`config.mk`:
```
export PLATFORM = sky130hd
export DESIGN_NAME = rf_entry_ctrl_flat
export DESIGN_NICKNAME = d
export VERILOG_FILES = /design/src/rtl/rf_entry_ctrl_if.sv /design/src/rtl/rf_entry_ctrl.sv /design/src/flat_wrapper.sv
export SDC_FILE = /design/constraint.sdc
export NUM_CORES = 1
export LEC_CHECK = 0
export CAP_MARGIN = 5
export CORE_MARGIN = 1
export CORE_UTILIZATION = 55
export CTS_CLUSTER_SIZE = 10
export DETAILED_ROUTE_END_ITERATION = 16
export DONT_BUFFER_PORTS = 1
export PLACE_DENSITY = 0.76
export SYNTH_ARGS = -nofsm -noshare
export SYNTH_HDL_FRONTEND = slang
export SYNTH_SLANG_ARGS = --single-unit
```
`constraint.sdc`:
```
create_clock -name CLK -period 1.9 [get_ports CLK]
set_input_delay 0.285 -clock CLK [delete_from_list [all_inputs] [get_ports CLK]]
set_output_delay 0.285 -clock CLK [all_outputs]
set_load 0.05 [all_outputs]
```
`src/rtl/rf_entry_ctrl_if.sv`:
```
// ---------------------------------------------------------------------------
// rf_entry_ctrl_if
// Bundle between the keypad decoder, the entry controller and the operand
// register file / ALU.
//
// Handshake: key_valid is a valid-only, one-cycle pulse with no ready. A key
// is consumed on the CLK edge where key_valid=1 and the controller can use
// it. Keys the controller cannot use in its current state are dropped, never
// held or queued, so the keypad side must not wait for acknowledgement.
//
// Signals:
//   key_valid, key_code : keypad -> controller
//   level, Din, WE, W1  : controller -> register file write side
//   op, alu_start       : controller -> ALU
//   busy                : controller status (B write through alu_start)
//
// Modports:
//   master : the controller's view (drives the register-file/ALU side)
//   slave  : the environment's view (drives the keys)
// ---------------------------------------------------------------------------
interface rf_entry_ctrl_if;
  logic       key_valid;
  logic [3:0] key_code;
  logic       level;
  logic [3:0] Din;
  logic       WE;
  logic       W1;
  logic [1:0] op;
  logic       alu_start;
  logic       busy;

  modport master (
    input  key_valid, key_code,
    output level, Din, WE, W1, op, alu_start, busy
  );

  modport slave (
    output key_valid, key_code,
    input  level, Din, WE, W1, op, alu_start, busy
  );
endinterface

```
`src/rtl/rf_entry_ctrl.sv`:
```
// ---------------------------------------------------------------------------
// rf_entry_ctrl
// Sequencer between the keypad decoder and the two-entry operand register
// file. Collects two-digit operands A and B (tens then ones), commits each
// with ENTER as a one-cycle write pulse, latches the operator between them,
// then waits for the register-file read path to settle before issuing a
// one-cycle alu_start.
//
// Ports:
//   CLK          : system clock, all logic on posedge
//   RST          : synchronous active-high reset
//   bus          : rf_entry_ctrl_if.master (keys in; level/Din/WE/W1/op/
//                  alu_start/busy out, all registered)
//   o_dbg_state  : current FSM state, for observation only
// ---------------------------------------------------------------------------
module rf_entry_ctrl #(
  parameter logic [3:0]  KEY_ENTER     = 4'hE,
  parameter logic [3:0]  KEY_CLEAR     = 4'hF,
  parameter int unsigned SETTLE_CYCLES = 2    // legal 2..15
) (
  input  logic                  CLK,
  input  logic                  RST,
  rf_entry_ctrl_if.master       bus,
  output logic [3:0]            o_dbg_state
);

  typedef enum logic [3:0] {
    S_A_TENS  = 4'd0,
    S_A_ONES  = 4'd1,
    S_A_ENT   = 4'd2,
    S_A_WR    = 4'd3,
    S_OP_WAIT = 4'd4,
    S_B_TENS  = 4'd5,
    S_B_ONES  = 4'd6,
    S_B_ENT   = 4'd7,
    S_B_WR    = 4'd8,
    S_SETTLE  = 4'd9,
    S_GO      = 4'd10,
    S_RESULT  = 4'd11
  } state_t;

  // SETTLE occupies SETTLE_CYCLES-1 cycles; the counter runs 0..SETTLE_LAST.
  localparam logic [3:0] SETTLE_LAST = 4'(SETTLE_CYCLES - 2);

  state_t     r_state;
  logic       r_level;
  logic [3:0] r_din;
  logic       r_we;
  logic       r_w1;
  logic [1:0] r_op;
  logic       r_alu_start;
  logic       r_busy;
  logic [3:0] r_cnt;

  // Key decode. CLEAR wins over ENTER, which wins over digit/operator, so
  // that a remapped KEY_ENTER/KEY_CLEAR never double-decodes.
  logic w_clear;
  logic w_enter;
  logic w_digit;
  logic w_oper;
  logic w_locked;

  assign w_clear = bus.key_valid && (bus.key_code == KEY_CLEAR);
  assign w_enter = bus.key_valid && !w_clear && (bus.key_code == KEY_ENTER);
  assign w_digit = bus.key_valid && !w_clear && !w_enter &&
                   (bus.key_code <= 4'd9);
  assign w_oper  = bus.key_valid && !w_clear && !w_enter &&
                   (bus.key_code >= 4'hA) && (bus.key_code <= 4'hD);

  // Write cycles and the settle/go window ignore every key, CLEAR included:
  // the register file must see a clean write and the ALU a single start.
  assign w_locked = (r_state == S_A_WR) || (r_state == S_B_WR) ||
                    (r_state == S_SETTLE) || (r_state == S_GO);

  always_ff @(posedge CLK) begin
    if (RST) begin
      r_state     <= S_A_TENS;
      r_level     <= 1'b1;
      r_din       <= 4'd0;
      r_we        <= 1'b0;
      r_w1        <= 1'b0;
      r_op        <= 2'd0;
      r_alu_start <= 1'b0;
      r_busy      <= 1'b0;
      r_cnt       <= 4'd0;
    end else begin
      r_we        <= 1'b0;
      r_alu_start <= 1'b0;
      if (w_clear && !w_locked) begin
        // Din and op are kept; register-file contents are untouched.
        r_state <= S_A_TENS;
        r_level <= 1'b1;
        r_busy  <= 1'b0;
      end else begin
        case (r_state)
          S_A_TENS: if (w_digit) begin
            r_din   <= bus.key_code;
            r_level <= 1'b1;
            r_state <= S_A_ONES;
          end
          S_A_ONES: if (w_digit) begin
            r_din   <= bus.key_code;
            r_level <= 1'b0;
            r_state <= S_A_ENT;
          end
          S_A_ENT: if (w_enter) begin
            // Din/level were last changed by the ones digit at least one
            // edge earlier, so they are stable across the write pulse.
            r_we    <= 1'b1;
            r_w1    <= 1'b0;
            r_state <= S_A_WR;
          end
          S_A_WR: r_state <= S_OP_WAIT;
          S_OP_WAIT: if (w_oper) begin
            // A/B/C/D have low bits 10/11/00/01; adding 2 maps them to 0..3.
            r_op    <= bus.key_code[1:0] + 2'd2;
            r_state <= S_B_TENS;
          end
          S_B_TENS: if (w_digit) begin
            r_din   <= bus.key_code;
            r_level <= 1'b1;
            r_state <= S_B_ONES;
          end
          S_B_ONES: if (w_digit) begin
            r_din   <= bus.key_code;
            r_level <= 1'b0;
            r_state <= S_B_ENT;
          end
          S_B_ENT: if (w_enter) begin
            r_we    <= 1'b1;
            r_w1    <= 1'b1;
            r_busy  <= 1'b1;
            r_state <= S_B_WR;
          end
          S_B_WR: begin
            r_cnt   <= 4'd0;
            r_state <= S_SETTLE;
          end
          S_SETTLE: begin
            if (r_cnt == SETTLE_LAST) begin
              r_cnt       <= 4'd0;
              r_alu_start <= 1'b1;
              r_state     <= S_GO;
            end else begin
              r_cnt <= r_cnt + 4'd1;
            end
          end
          S_GO: begin
            r_busy  <= 1'b0;
            r_state <= S_RESULT;
          end
          S_RESULT: if (w_digit) begin
            // A digit here starts a fresh operand A as its tens digit.
            r_din   <= bus.key_code;
            r_level <= 1'b1;
            r_state <= S_A_ONES;
          end
          default: r_state <= S_A_TENS;
        endcase
      end
    end
  end

  assign bus.level     = r_level;
  assign bus.Din       = r_din;
  assign bus.WE        = r_we;
  assign bus.W1        = r_w1;
  assign bus.op        = r_op;
  assign bus.alu_start = r_alu_start;
  assign bus.busy      = r_busy;
  assign o_dbg_state   = r_state;

endmodule

```
`src/flat_wrapper.sv`:
```
// flat-port wrapper written by rule: the top's interface ports become plain ports
module rf_entry_ctrl_flat 
#(
  parameter logic [3:0]  KEY_ENTER     = 4'hE,
  parameter logic [3:0]  KEY_CLEAR     = 4'hF,
  parameter int unsigned SETTLE_CYCLES = 2                  
)
  (CLK, RST, o_dbg_state, bus_key_valid, bus_key_code, bus_level, bus_Din, bus_WE, bus_W1, bus_op, bus_alu_start, bus_busy);
  rf_entry_ctrl_if bus_i ();
  input  logic CLK;
  input  logic RST;
  output logic [3:0] o_dbg_state;
  input wire logic [$bits(bus_i.key_valid)-1:0] bus_key_valid;
  input wire logic [$bits(bus_i.key_code)-1:0] bus_key_code;
  output wire logic [$bits(bus_i.level)-1:0] bus_level;
  output wire logic [$bits(bus_i.Din)-1:0] bus_Din;
  output wire logic [$bits(bus_i.WE)-1:0] bus_WE;
  output wire logic [$bits(bus_i.W1)-1:0] bus_W1;
  output wire logic [$bits(bus_i.op)-1:0] bus_op;
  output wire logic [$bits(bus_i.alu_start)-1:0] bus_alu_start;
  output wire logic [$bits(bus_i.busy)-1:0] bus_busy;
  assign bus_i.key_valid = bus_key_valid;
  assign bus_i.key_code = bus_key_code;
  assign bus_level = bus_i.level;
  assign bus_Din = bus_i.Din;
  assign bus_WE = bus_i.WE;
  assign bus_W1 = bus_i.W1;
  assign bus_op = bus_i.op;
  assign bus_alu_start = bus_i.alu_start;
  assign bus_busy = bus_i.busy;
  rf_entry_ctrl #(.KEY_ENTER(KEY_ENTER), .KEY_CLEAR(KEY_CLEAR), .SETTLE_CYCLES(SETTLE_CYCLES)) u_core (.CLK(CLK), .RST(RST), .bus(bus_i), .o_dbg_state(o_dbg_state));
endmodule
```
==> impl_metrics.env, run 1 <==
export IMPL_ctsResizeCount=0
export IMPL_dp_hpwl_mm=2.04
export IMPL_status="completed"
export IMPL_slew_headroom_pct=64.8
export IMPL_finalCritPeriodShare_pct=93.2
export IMPL_ys_warnings_count=0
export IMPL_setup_viol=0
export IMPL_io_buffers=0
export IMPL_hp_class="primary input to flip-flop"
export IMPL_power_leakage_nw=0.496
export IMPL_die_y_um=48.3
export IMPL_stdcell_count=180
export IMPL_final_common_cell="nor2_1"
export IMPL_clk_latency_ns=0.30
export IMPL_clock_skew_ns=0.00595
export IMPL_regArea_um2=388
export IMPL_multi_input_area_um2=722
export IMPL_core_area_um2=1980
export IMPL_dpl_cell_count=176
export IMPL_gp_congestion=0.896
export IMPL_fin_util_pct=64.5
export IMPL_clock_path_buffers=2
export IMPL_overflow=0
export IMPL_yosysTopAreaCell="dfxtp_1"
export IMPL_routedWlPerCell_um=15.0
export IMPL_p_per_area_nw_per_um2=691
export IMPL_netlist_top_cells_area="dfxtp_1 (32%), mux2i_1 (7.7%), nor2_1 (5.7%)"
export IMPL_cts_buffers_inserted=3
export IMPL_layout_common_cells="nor2_1 (18), dfxtp_1 (15), a21oi_1 (11), buf_4 (11)"
export IMPL_min_delay_path_depth=1
export IMPL_grt_pass1_wl_mm=4.14
export IMPL_clock_sinks=19
export IMPL_irDropWorstVdd_mv=0.523
export IMPL_synth_avg_cell_area_um2=7.96
export IMPL_endpoint_kind="flip-flop"
export IMPL_syn_instance_count=148
export IMPL_grt_pass1_vias=951
export IMPL_antenna_found_initial=0
export IMPL_ant_nets=0
export IMPL_drtPass1Iterations=4
export IMPL_syn_cell_area_um2=1180
export IMPL_fin_setup_tns_ns=0
export IMPL_grt_max_degree=19
export IMPL_finalWirelength_mm=2.70
export IMPL_vias=1092
export IMPL_ys_types=44
export IMPL_r2r_cells=8
export IMPL_report_final_slew_viol_count=0
export IMPL_nNetsFinal=163
export IMPL_drive_above_1_share_pct=15.7
export IMPL_htreeDepth=1
export IMPL_synth_top_cell_area_share_pct=32.3
export IMPL_std_cell_rows=16
export IMPL_rsz0062_at_grt="false"
export IMPL_area_growth_pct=8.61
export IMPL_fillers=175
export IMPL_die_area_um2=2330
export IMPL_start_util_pct=59.4
export IMPL_ios=22
export IMPL_cap_violations=0
export IMPL_clk_pin_slew_ns=0.11
export IMPL_startpoint_type="flip-flop"
export IMPL_ys_seq_area_share_pct=32.3
export IMPL_critical_path_class="flip-flop to flip-flop"
export IMPL_dp_slack_ns=0.169
export IMPL_layout_setup_ws_ns=0.129
export IMPL_die_w_um=48.3
export IMPL_hold_ws_ns=0.0358
export IMPL_cp_arrival_ns=2.01
export IMPL_grt_usage_pct=25.6
export IMPL_cts_hold_fix_buffers=0
export IMPL_cts_tree="built"
export IMPL_synthesis_nets=157
export IMPL_finalHoldViolCount=0
export IMPL_cts_root_buf="clkbuf_4"
export IMPL_critical_path_required_ns=2.14
export IMPL_drtIter0Drc=31
export IMPL_cts_setup_buffers=0
export IMPL_diodes=0
export IMPL_tightestPinTransition_ns=0.528
export IMPL_avgViaCountPerCell=6.07
export IMPL_period_minus_slack_ns=1.77
export IMPL_max_freq_ghz=0.565
export IMPL_drc=0
export IMPL_synth_seq_cells=19
export IMPL_cp_max_fo=4
[path summary, 6_finish.rpt]
check	slack [ns]	end	startpoint
max	0.13	u_core.o_dbg_state[2]	u_core.r_cnt[0]
min	0.04	u_core.r_cnt[2]	RST
max reg2reg	0.13	u_core.o_dbg_state[2]	u_core.r_cnt[0]
min reg2reg	0.50	u_core.r_cnt[3]	u_core.r_cnt[3]
[layer usage]
| layer | vias to the layer above | GRT usage [%] | share of wire, % |
|---|---|---|---|
| met4 | 0 | 5.00 | 0.22 |
| met1 | 504 | 31.8 | 42 |
| met2 | 51 | 44.0 | 50 |
| met3 | 2 | 7.41 | 8.0 |
| li1 | 535 | - | - |
| met5 | - | 0 | 0 |
[cells by family after synthesis]
logic type	share of synthesized area [%]
AOI/OAI and AO/OA	19.3
buffers and inverters	6.38
adders and majority gates	2.13
muxes	7.65
and+or+nand+nor	28.5
DFF	32.3
xor gates and xnor gates	3.72
[cell type report]
type | count | area share (%)
Inverter | 7 | 2.05
Tap cell | 27 | 2.64
Timing Repair Buffer | 11 | 6.46
Sequential cell | 19 | 30.3
Multi-Input combinational cell | 112 | 56.5
Clock buffer | 4 | 2.05
[metrics by stage]
stage | area, um2 | power (W)
floorplan | 1180 | 0.000632
global placement | 1250 | 0.000679
detailed placement | 1250 | 0.000684
CTS | 1280 | 0.000886
global route | 1280 | 0.000923
finish | 1280 | 0.000884
[flip-flops by register name, indices dropped and copies added, names as in the netlist]
name / cells
u_core.bus.WE: 1
u_core.bus.Din: 4
u_core.r_cnt: 4
u_core.bus.busy: 1
u_core.bus.W1: 1
u_core.bus.level: 1
u_core.bus.op: 2
u_core.o_dbg_state: 4
u_core.bus.alu_start: 1
[worst max-delay path: stages, from the launching register on]
cell,delay [ns]
dfxtp_1,0.37
inv_1,0.08
ha_1,0.19
nor3b_1,0.13
buf_4,0.15
nor3_4,0.18
a221oi_2,0.07
or4b_1,0.47
nand3_1,0.07
[power breakdown]
part           switching, W  internal (W)  total (W)  leakage (nW)
Combinational      0.000138     0.0000831   0.000222         0.325
Sequential        0.0000415      0.000414   0.000456         0.156
Clock              0.000124     0.0000818   0.000206        0.0150
[Yosys cell counts (all sizes together)]
library cell and count:
or4b 1, xnor2 2, nor3 2, nor3b 2, inv 6, o21ba 1, clkinv 1, and3 1
nand3 8, a211o 1, o21ai 10, and2 1, dfxtp 19, nor2b 1, ha 2, clkbuf 6
mux2i 9, nand4 1, nand3b 4, o21bai 1, o2111ai 1, or2 2, nor2 18, or4 1
o31ai 2, o41a 1, xor2 3, a21oi 11, nand2 10, nor4 2, nor4b 1, and4 1
a211oi 1, a221oi 2, o21a 1, o22ai 2, buf 4, or3b 1, a32o 1, nand2b 4
Power figures use the tool's default switching activity.
==> inputs of run 2 (changes only) <==
==> constraint.sdc (replaced) <==
create_clock -name CLK -period 1.9 [get_ports CLK]
set_input_delay 0.57 -clock CLK [delete_from_list [all_inputs] [get_ports CLK]]
set_output_delay 0.57 -clock CLK [all_outputs]
set_load 0.05 [all_outputs]
==> run 2 against run 1 <==
  * Via count up 1.6%
  * Routed wire length grew 1.3%
  * Setup slack worse by 0.014 ns
  * Clock power is 11% higher
  * Sequential power increased by 5.0%
  * Clock skew up 0.011 ns
  * Combinational power decreased by 8%
  * Critical endpoint unchanged
==> impl_metrics.env, run 2 (synthesis results as in run 1) <==
export IMPL_status="completed"
export IMPL_nNetsFinal=164
export IMPL_grt_usage_pct=26.6
export IMPL_drive_above_1_share_pct=16.9
export IMPL_antenna_found_initial=0
export IMPL_drtPass1Iterations=4
export IMPL_clock_path_buffers=2
export IMPL_grt_pass1_vias=991
export IMPL_timing_rr_start="u_core.r_cnt[0]"
export IMPL_cap_violations=0
export IMPL_regArea_um2=388
export IMPL_report_final_slew_viol_count=0
export IMPL_power_total_w=0.000911
export IMPL_dp_slack_ns=-0.00153
export IMPL_start_util_pct=59.4
export IMPL_layout_common_cells="nor2_1 (18), dfxtp_1 (15), buf_4 (12)"
export IMPL_cts_setup_buffers=0
export IMPL_vias=1109
export IMPL_reg2reg_to="u_core.o_dbg_state[2]"
export IMPL_final_common_cell="nor2_1"
export IMPL_area_growth_pct=9.46
export IMPL_die_y_um=48.3
export IMPL_dp_hpwl_mm=1.94
export IMPL_met2_length_mm=1.30
export IMPL_gp_congestion=0.933
export IMPL_io_buffers=0
export IMPL_p_per_area_nw_per_um2=707
export IMPL_finalHoldViolCount=0
export IMPL_die_area_um2=2330
export IMPL_htreeDepth=1
export IMPL_finalCritPeriodShare_pct=93.9
export IMPL_period_minus_slack_ns=1.78
export IMPL_layout_setup_ws_ns=0.115
export IMPL_r2r_cells=8
export IMPL_std_cell_rows=16
export IMPL_diodes=0
export IMPL_cts_hold_fix_buffers=0
export IMPL_clock_skew_ns=0.0166
export IMPL_die_w_um=48.3
export IMPL_ctsResizeCount=0
export IMPL_critical_path_required_ns=2.16
export IMPL_core_area_um2=1980
export IMPL_startpoint_type="flip-flop"
export IMPL_drtIter0Drc=32
export IMPL_max_freq_ghz=0.560
export IMPL_hp_class="primary input to flip-flop"
export IMPL_cp_arrival_ns=2.05
export IMPL_rrSetupSlack_ns=0.12
export IMPL_multi_input_area_um2=722
export IMPL_routedWlPerCell_um=15.1
export IMPL_grt_max_degree=19
export IMPL_tightestPinTransition_ns=0.600
export IMPL_cts_tree="built"
export IMPL_drc=0
export IMPL_slew_headroom_pct=59.9
export IMPL_min_delay_path_depth=1
export IMPL_endpoint_kind="flip-flop"
export IMPL_clk_latency_ns=0.33
export IMPL_top_layer="met4"
export IMPL_fillers=173
export IMPL_met3_wirelength_um=179
export IMPL_power_leakage_nw=0.504
export IMPL_critical_path_class="flip-flop to flip-flop"
export IMPL_setup_viol=0
export IMPL_clk_pin_slew_ns=0.13
export IMPL_ant_nets=0
export IMPL_grt_pass1_wl_mm=4.17
export IMPL_irDropWorstVdd_mv=0.585
export IMPL_wl_met1_mm=1.19
export IMPL_cts_root_buf="clkbuf_4"
export IMPL_rsz0062_at_grt="false"
export IMPL_cp_max_fo=3
export IMPL_avgViaCountPerCell=6.13
export IMPL_whs_endpoint="u_core.r_cnt[2]"
export IMPL_overflow=0
export IMPL_hold_start="RST"
export IMPL_ios=22
export IMPL_clock_sinks=19
export IMPL_cts_buffers_inserted=3
export IMPL_finalWirelength_mm=2.73
[run 2: cell count changes in the layout (fill, tap and decap cells not counted), sizes merged]
cell	change
buf	+1
clkbuf	-1
inv	+1
[run 2: critical path, stage by stage, from the launching register on]
cell      delay [ns]
dfxtp_1         0.38
inv_1           0.08
ha_1            0.20
nor3b_1         0.13
buf_4           0.15
nor3_4          0.16
a221oi_2        0.07
or4b_1          0.47
nand3_1         0.07
[run 2: per-layer routing]
metal  vias up  global-route usage (%)
met5         -                       0
met4         0                    12.8
met3        12                    7.41
met1       505                    30.8
met2        46                    44.8
li1        546                       -
[run 2: layout make-up]
type / count / share of cell area (%)
clock buffer: 3 / 1.75
clock inverter: 1 / 0.485
inverter: 7 / 2.04
multi-input combinational: 112 / 56.0
sequential: 19 / 30.1
tap: 27 / 2.62
timing repair buffer: 12 / 6.99
[run 2: worst max path at each step]
stage                          start                    end  slack, ns
2_1_floorplan  u_core.o_dbg_state[3]  u_core.o_dbg_state[2]      -0.03
3_3_place_gp           bus_key_valid  u_core.o_dbg_state[2]       0.03
3_5_place_dp         bus_key_code[1]  u_core.o_dbg_state[0]     -0.002
4_1_cts              u_core.r_cnt[0]  u_core.o_dbg_state[2]       0.13
5_1_grt              u_core.r_cnt[0]  u_core.o_dbg_state[2]       0.01
6_report             u_core.r_cnt[0]  u_core.o_dbg_state[2]       0.12
[run 2: power by group]
group,switching (W),internal [W]
sequential,0.0000643,0.000414
combinational,0.000117,0.0000868
clock,0.000146,0.0000822
[run 2: stage by stage]
stage | cell area, um2 | hold WS [ns] | TNS (ns) | cells | utilization [%]
floorplan | 1180 | 0.463 | -0.0270 | 148 | -
global placement | 1260 | 0.464 | 0 | 177 | 63.6
detailed placement | 1260 | 0.492 | -0.00153 | 177 | 63.6
CTS | 1290 | 0.291 | 0 | 181 | 65.0
global route | 1290 | 0.277 | 0 | 181 | 65.0
finish | 1290 | 0.286 | 0 | 181 | 65.0
